File: src/rtl/packet_tx.sv
// packet_tx: serialises PID, token and data packets LSB-first with CRC5/CRC16,
// handing one bit per valid/ready transfer to the line layer.
module packet_tx (
  input  logic        clk,
  input  logic        rst,
  input  logic        tx_start,
  input  logic [3:0]  tx_pid,
  input  logic [10:0] tx_addr,
  input  logic        tx_zlp,
  input  logic [7:0]  tx_data,
  input  logic        tx_data_last,
  input  logic        tx_data_valid,
  output logic        tx_data_ready,
  output logic        tx_bit,
  output logic        tx_bit_valid,
  input  logic        tx_bit_ready,
  output logic        tx_busy,
  output logic        tx_done
);

  localparam logic [2:0] S_IDLE  = 3'd0;
  localparam logic [2:0] S_PID   = 3'd1;
  localparam logic [2:0] S_TOKEN = 3'd2;
  localparam logic [2:0] S_FETCH = 3'd3;
  localparam logic [2:0] S_DATA  = 3'd4;
  localparam logic [2:0] S_CRC   = 3'd5;
  localparam logic [2:0] S_DONE  = 3'd6;

  logic [2:0]  state_q, state_d;
  logic [3:0]  cnt_q, cnt_d;
  logic [3:0]  pid_q, pid_d;
  logic [10:0] addr_q, addr_d;
  logic        zlp_q, zlp_d;
  logic [7:0]  byte_q, byte_d;
  logic        last_q, last_d;
  logic [4:0]  crc5_q, crc5_d;
  logic [15:0] crc16_q, crc16_d;
  logic        bit_q, bit_d;
  logic        valid_q, valid_d;
  logic        ready_q, ready_d;
  logic        busy_q, busy_d;
  logic        done_q, done_d;
  logic        xfer;

  function automatic logic [4:0] crc5_step(input logic [4:0] c, input logic b);
    logic x;
    x = c[4] ^ b;
    return {c[3:0], 1'b0} ^ {2'b00, x, 1'b0, x};
  endfunction

  function automatic logic [15:0] crc16_step(input logic [15:0] c, input logic b);
    logic x;
    x = c[15] ^ b;
    return {c[14:0], 1'b0} ^ {x, 12'b0, x, 1'b0, x};
  endfunction

  assign xfer = valid_q & tx_bit_ready;

  always_comb begin
    state_d = state_q;
    cnt_d   = cnt_q;
    pid_d   = pid_q;
    addr_d  = addr_q;
    zlp_d   = zlp_q;
    byte_d  = byte_q;
    last_d  = last_q;
    crc5_d  = crc5_q;
    crc16_d = crc16_q;
    case (state_q)
      S_IDLE: begin
        if (tx_start) begin
          pid_d   = tx_pid;
          addr_d  = tx_addr;
          zlp_d   = tx_zlp;
          crc5_d  = 5'h1F;
          crc16_d = 16'hFFFF;
          cnt_d   = 4'd0;
          state_d = S_PID;
        end else begin
          state_d = S_IDLE;
        end
      end
      S_PID: begin
        if (xfer) begin
          if (cnt_q == 4'd7) begin
            cnt_d = 4'd0;
            case (pid_q[1:0])
              2'b01:   state_d = S_TOKEN;
              2'b11:   state_d = zlp_q ? S_CRC : S_FETCH;
              default: state_d = S_DONE;
            endcase
          end else begin
            cnt_d = cnt_q + 4'd1;
          end
        end else begin
          state_d = S_PID;
        end
      end
      S_TOKEN: begin
        if (xfer) begin
          crc5_d = crc5_step(crc5_q, addr_q[cnt_q]);
          if (cnt_q == 4'd10) begin
            cnt_d   = 4'd0;
            state_d = S_CRC;
          end else begin
            cnt_d = cnt_q + 4'd1;
          end
        end else begin
          state_d = S_TOKEN;
        end
      end
      S_FETCH: begin
        // An empty source simply holds us here; underrun is not an error.
        if (tx_data_valid) begin
          byte_d  = tx_data;
          last_d  = tx_data_last;
          cnt_d   = 4'd0;
          state_d = S_DATA;
        end else begin
          state_d = S_FETCH;
        end
      end
      S_DATA: begin
        if (xfer) begin
          crc16_d = crc16_step(crc16_q, byte_q[cnt_q[2:0]]);
          if (cnt_q == 4'd7) begin
            cnt_d   = 4'd0;
            state_d = last_q ? S_CRC : S_FETCH;
          end else begin
            cnt_d = cnt_q + 4'd1;
          end
        end else begin
          state_d = S_DATA;
        end
      end
      S_CRC: begin
        if (xfer) begin
          if (cnt_q == ((pid_q[1:0] == 2'b01) ? 4'd4 : 4'd15)) begin
            cnt_d   = 4'd0;
            state_d = S_DONE;
          end else begin
            cnt_d = cnt_q + 4'd1;
          end
        end else begin
          state_d = S_CRC;
        end
      end
      S_DONE:  state_d = S_IDLE;
      default: state_d = S_IDLE;
    endcase
  end

  // Outputs are derived from the next state so they can be registered without a cycle of lag.
  always_comb begin
    bit_d = 1'b0;
    case (state_d)
      S_PID:   bit_d = cnt_d[2] ? ~pid_d[cnt_d[1:0]] : pid_d[cnt_d[1:0]];
      S_TOKEN: bit_d = addr_d[cnt_d];
      S_DATA:  bit_d = byte_d[cnt_d[2:0]];
      S_CRC: begin
        if (pid_d[1:0] == 2'b01) begin
          bit_d = ~crc5_d[3'd4 - cnt_d[2:0]];
        end else begin
          bit_d = ~crc16_d[4'd15 - cnt_d];
        end
      end
      default: bit_d = 1'b0;
    endcase
    valid_d = (state_d == S_PID) || (state_d == S_TOKEN) ||
              (state_d == S_DATA) || (state_d == S_CRC);
    ready_d = (state_d == S_FETCH);
    busy_d  = (state_d != S_IDLE);
    done_d  = (state_d == S_DONE);
  end

  always_ff @(posedge clk) begin
    if (rst) begin
      state_q <= S_IDLE;
      cnt_q   <= 4'd0;
      pid_q   <= 4'd0;
      addr_q  <= 11'd0;
      zlp_q   <= 1'b0;
      byte_q  <= 8'd0;
      last_q  <= 1'b0;
      crc5_q  <= 5'h1F;
      crc16_q <= 16'hFFFF;
      bit_q   <= 1'b0;
      valid_q <= 1'b0;
      ready_q <= 1'b0;
      busy_q  <= 1'b0;
      done_q  <= 1'b0;
    end else begin
      state_q <= state_d;
      cnt_q   <= cnt_d;
      pid_q   <= pid_d;
      addr_q  <= addr_d;
      zlp_q   <= zlp_d;
      byte_q  <= byte_d;
      last_q  <= last_d;
      crc5_q  <= crc5_d;
      crc16_q <= crc16_d;
      bit_q   <= bit_d;
      valid_q <= valid_d;
      ready_q <= ready_d;
      busy_q  <= busy_d;
      done_q  <= done_d;
    end
  end

  assign tx_bit        = bit_q;
  assign tx_bit_valid  = valid_q;
  assign tx_data_ready = ready_q;
  assign tx_busy       = busy_q;
  assign tx_done       = done_q;

endmodule

File: config.mk
export PLATFORM = sky130hd
export DESIGN_NAME = packet_tx
export DESIGN_NICKNAME = d
export VERILOG_FILES = /design/src/rtl/packet_tx.sv
export SDC_FILE = /design/constraint.sdc
export NUM_CORES = 1
export LEC_CHECK = 0
export ABC_AREA = 1
export CAP_MARGIN = 20
export CORE_UTILIZATION = 55
export CTS_CLUSTER_SIZE = 20
export DETAILED_ROUTE_END_ITERATION = 10
export HOLD_SLACK_MARGIN = 0.03
export PLACE_DENSITY_LB_ADDON = 0.25
export SLEW_MARGIN = 20
export SYNTH_ARGS = -nofsm -noshare
export SYNTH_HDL_FRONTEND = slang
export SYNTH_SLANG_ARGS = --single-unit
export TNS_END_PERCENT = 100
File: constraint.sdc
create_clock -name clk -period 2.7 [get_ports clk]
set_input_delay 0.675 -clock clk [delete_from_list [all_inputs] [get_ports clk]]
set_output_delay 0.675 -clock clk [all_outputs]
set_load 0.05 [all_outputs]
* Word-level counts from Yosys, hierarchy flattened
Index checks and enable logic that the tools add are counted.
** Storage, ports and cells
- Bits in registers :: 58
- Input bits :: 30
** Operators by class
- Equality and inequality tests :: 17
- Reduce and logical (&&, ||, !) cells :: 8
- $lt $le $gt $ge :: 7
- Bitwise gates (word level) :: 8
- Muxes and demuxes :: 53
- Add/sub/neg operators :: 3
** Operators with widths (count)
- $mux 4 :: 11
- $mux 3 :: 11
- $mux 16 :: 2
- $pmux 16 s2 :: 1
- $mux 11 :: 2
- $pmux 4 s5 :: 1
- $pmux 3 s6 :: 1
- $mux 8 :: 2
- $xor 16x16->16 :: 1
- $eq 3x3->1 const B :: 5
- $lt 4x5->1 const B :: 3
- $bmux 1 s4 :: 3
- $eq 3x2->1 const B :: 4
- $lt 3x4->1 const B :: 3
- $mux 1 :: 10
- $mux 5 :: 2
- $pmux 5 s2 :: 1
- $bmux 1 s3 :: 3
- $eq 3x1->1 const B :: 2
- $pmux 3 s2 :: 1
- $xor 5x3->5 :: 1
- $add 4x1->4 const B :: 1
- $eq 2x1->1 const B :: 2
- $eq 4x3->1 const B :: 1
- 16 further kinds :: 22

* Longest topological paths before layout
- Word-level depth :: 12
- Mapped depth :: 24

* Worst setup path before layout
No wires, ideal clock.
- Path type :: input to register
- From :: input tx_bit_ready
- To :: register bit_q, in the netlist tx_bit
- Data required time :: 2.572 ns
- Path slack :: 0.253 ns
- Library setup time :: 0.128 ns
- Arrival time :: 2.319 ns
- Stages :: 17
- Cells stage by stage :: nand2_1 > buf_2 > nand2_1 > nand2_1 > nand2_1 > nand2_2 > inv_2 > buf_4 > ha_1 > nor3_1 > nand2_1 > nand2_1 > inv_1 > nand2_1 > nand2_1 > nand2_1 > a21oi_1
** Between the ends
- Cells in the longest elaborated chain, start to end :: 9
- Elaborated cells between the ends (all ways) :: 36
- Classes of those cells :: 2 x add/sub; 4 x eq/ne; 26 x mux; 4 x bitwise
** RTL lines
- from (decl) :: RTL line 16 : input logic tx_bit_ready,
- $and 1x1->1 (*) :: RTL line 57 : assign xfer = valid_q & tx_bit_ready;
- $mux 4, on equally long branches :: RTL line 137, 100, 124
- $pmux 4 s5 :: RTL line 69 : case (state_q)
- $sub 4x4->4 / $sub 3x3->3 (equally long branches) :: RTL line 164, 162
- $bmux 1 s4 / $bmux 1 s3 (equally long branches) :: RTL line 164, 162
- $mux 1, on equally long branches :: RTL line 164, 162
- $not 1->1, on equally long branches :: RTL line 164, 162
- $mux 1 :: RTL line 161 : if (pid_d[1:0] == 2'b01) begin
- $pmux 1 s4 (*) :: RTL line 156 : case (state_d)
- to (signal assigned) :: RTL line 202 : bit_q <= bit_d;
- to (decl) :: RTL line 38 : logic bit_q, bit_d;
Every way passes the cells marked *; elsewhere a longest branch is shown, timed or not. The select of a mux whose other input is x is not followed.
A chain may end at the register's enable or synchronous reset.

* Worst setup path in the final report
- From :: input tx_start
- To :: register bit_q, in the netlist tx_bit
** Between the ends
- Cells in the longest elaborated chain, start to end :: 8
- Elaborated cells between the ends (all ways) :: 35
- Classes of those cells :: 2 x add/sub; 5 x eq/ne; 25 x mux; 3 x bitwise
** RTL lines
- from (decl) :: RTL line 6 : input logic tx_start,
- $mux 4 :: RTL line 71 : if (tx_start) begin
- $pmux 4 s5 :: RTL line 69
- $sub 4x4->4 / $sub 3x3->3 (equally long branches) :: RTL line 164, 162
- $bmux 1 s4 / $bmux 1 s3 (equally long branches) :: RTL line 164, 162
- $mux 1, on equally long branches :: RTL line 164, 162
- $not 1->1, on equally long branches :: RTL line 164, 162
- $mux 1 :: RTL line 161
- $pmux 1 s4 (*) :: RTL line 156
Marked as above.

==> run metrics <==
run status complete, no violations; Post-synth EDFFs 0; Multi-input gate area 1993 sq um; RSZ-0062 raised after global routing no; Power Density 518.4 nW/um^2; Warnings, synthesis 0; clock net sink count 58; gp weighted congestion 0.9245; ranking of synthesized cells by area dfxtp_1 33%, nand2_1 18%, nand3_1 8.0%; pre-CTS setup slack -0.2258 ns; n_diodes 0; kind of critical path in -> reg; CP max stage cell clkdlybuf4s50_1; Critical Path Start tx_start; Worst EP arrival 2.80 ns; Peak VDD IR 0.0004554 V; worst-path fanout max 10; Final Hold Vio Count 0; synth unique cells 42; DR vias 4065; Mapped Cells 556; Least-Margin Pin Slew 0.5598 ns; die height 81.91 um; Skew-Pair Late Insertion Delay 0.34 ns; clock skew 0.006967 ns; routed length on met3 903 um; Syn Nets 589; placed insts 710; placed cell area 4323 sq um; max-slew violations 0; CTS root buffer clkbuf_8; Yosys top cell by area dfxtp_1; period utilisation layout 95.38%; Finished Layout Cells 726; crit-path max cell delay 0.49 ns; area of the die 6709 sq um; Area Growth Syn to Fin 30.67%; max cap viols 0; fillers 517; Final Cell Area 4589 sq um; top sig layer met4; Num CTS Buffers 9; fraction of layout cells with a size suffix above 1 19.51%; final routed DRC violation total 0; Detailed Place HPWL 8159 um; fmax 0.3883 GHz; post-DR wirelength/cell 15.21 um; Post-Route WL 11040 um; Net count, final 679; worst path cell trace clkdlybuf4s50_1 > inv_1 > buf_4 > nor2_4 > buf_4 > mux2i_1 > nand2_1 > nand3_1 > nand3_1 > nand3_1 > nand2_1 > a21oi_1 > a21oi_1; Synth Cell Area 3512 sq um; Worst Hold Class reg -> reg; asr flop ratio synth 0%; post-synthesis sequential area ratio 33.06%; Seq cells post-synth 58; most frequent cells in the layout 165 x nand2_1, 68 x nor2_1, 65 x buf_4; Hold Crit Start last_q$_SDFFE_PP0P_; register area 1165 sq um; Total Routing Usage GR 34.80%; Die W 81.91 um; total grt overflow 0; Post-synth top flop dfxtp_1; CORE AREA 6026 sq um; Antenna Nets Post-Route 0; Post-Syn Area per Cell 6.317 sq um; reg2reg start cnt_q[1]$_SDFF_PP0_; type of origin of the critical path input port; most common cell after layout, fill and taps aside nand2_1; wire length on met2 5140 um; Slew Limit Headroom 62.45%; Port Buffers 34; M1 WL 4679 um; first-pass GRT wire length 17340 um; via/cell ratio 5.599; initial antenna violation count 0; initial core utilization 58.28%; vias in the first global route 3803; CTS H-tree lvls 3; Critical Path RT 2.92 ns; clock slew at reported path FFs 0.07 ns; crit path time final 2.575 ns; leakage power 2.332 nW; CP most frequent cell nand3_1; hold slack 0.4750 ns; Setup crit end kind flop; worst-case clock buffer depth 2; area share of the leading cell type in the synthesized netlist 33.06%; # rows 28; Ports 35; pin count of the biggest net entering global routing 28; TritonRoute pass-1 iters 5; setup violators final 0; CTS tree done; initial drt markers 320; setup ws final 0.1248 ns
## cell usage after synthesis (all sizes together), types with 6 or more instances
cell type and number:
inv 60, clkbuf 7, a21oi 22, mux2i 12, nand2 175, or2 6, nor3 12, nand3 56
nand4 6, o21ai 34, buf 14, dfxtp 58, nor2 72
## stage by stage
step / utilization [%] / TNS [ns] / total power [W]
floorplan: - / 0 / 0.001170
global placement: 71.74 / -0.3127 / 0.001350
detailed placement: 71.74 / -0.3333 / 0.001359
CTS: 75.91 / 0 / 0.002369
global route: 76.16 / 0 / 0.002461
finish: 76.16 / 0 / 0.002379
## kinds of logic (layout without fill, tap and decap cells)
logic type	Yosys count	count (layout)	synth area share (%)
mux	13	13	3.741
buf+inv	84	179	10.51
compound gates	68	68	11.26
xor+xnor	1	1	0.2494
flops	58	58	33.06
fa+ha+maj	3	3	1.069
simple gates	329	329	40.11
## critical path: cells and delay by family
kind,cells,cell delay [ns]
and+or+nand+nor,6,0.65
muxes,1,0.32
buffers and inverters,4,0.96
AOI/OAI and AO/OA,2,0.19
## where the power goes
group          leakage (nW)  switching, W  total (W)  internal [W]
combinational          1.74      0.000257   0.000453      0.000196
clock                 0.119      0.000387    0.00103      0.000640
sequential            0.473     0.0000173   0.000900      0.000882
total                  2.33      0.000661    0.00238       0.00172
## repair_timing
action,4_1_cts,5_1_grt
buffers inserted,0,0
hold buffers,0,0
resized for setup,0,9
setup endpoints to repair,0,1
## layer usage
layer	vias up	global-route usage, %
li1	1963	-
met1	1858	41.71
met2	211	57.85
met3	33	10.00
met4	0	14.39
met5	-	0
## sequential cells by signal, indices dropped and copies added, names as in the netlist, 3 cells and up
register	count
crc16_q	16
addr_q	11
byte_q	8
crc5_q	5
cnt_q	4
pid_q	4
state_q	3
## path summary, 6_finish.rpt
path                                             to  slack [ns]  depth (start not counted)
worst min-delay path            last_q$_SDFFE_PP0P_        0.48                          2
worst min register to register  last_q$_SDFFE_PP0P_        0.48                          2
worst max-delay path              tx_bit$_SDFF_PP0_        0.12                         13
worst max register to register    tx_bit$_SDFF_PP0_        0.23                         20
## cell type report
cell class                 instances  area share, %
inverter                          63          5.180
tap                               75          2.045
clock inverter                     6          2.481
clock buffer                      10          2.999
sequential                        58          25.38
timing repair buffer             100          18.48
multi-input combinational        414          43.43
No activity file was read; power rests on OpenSTA's default activity.
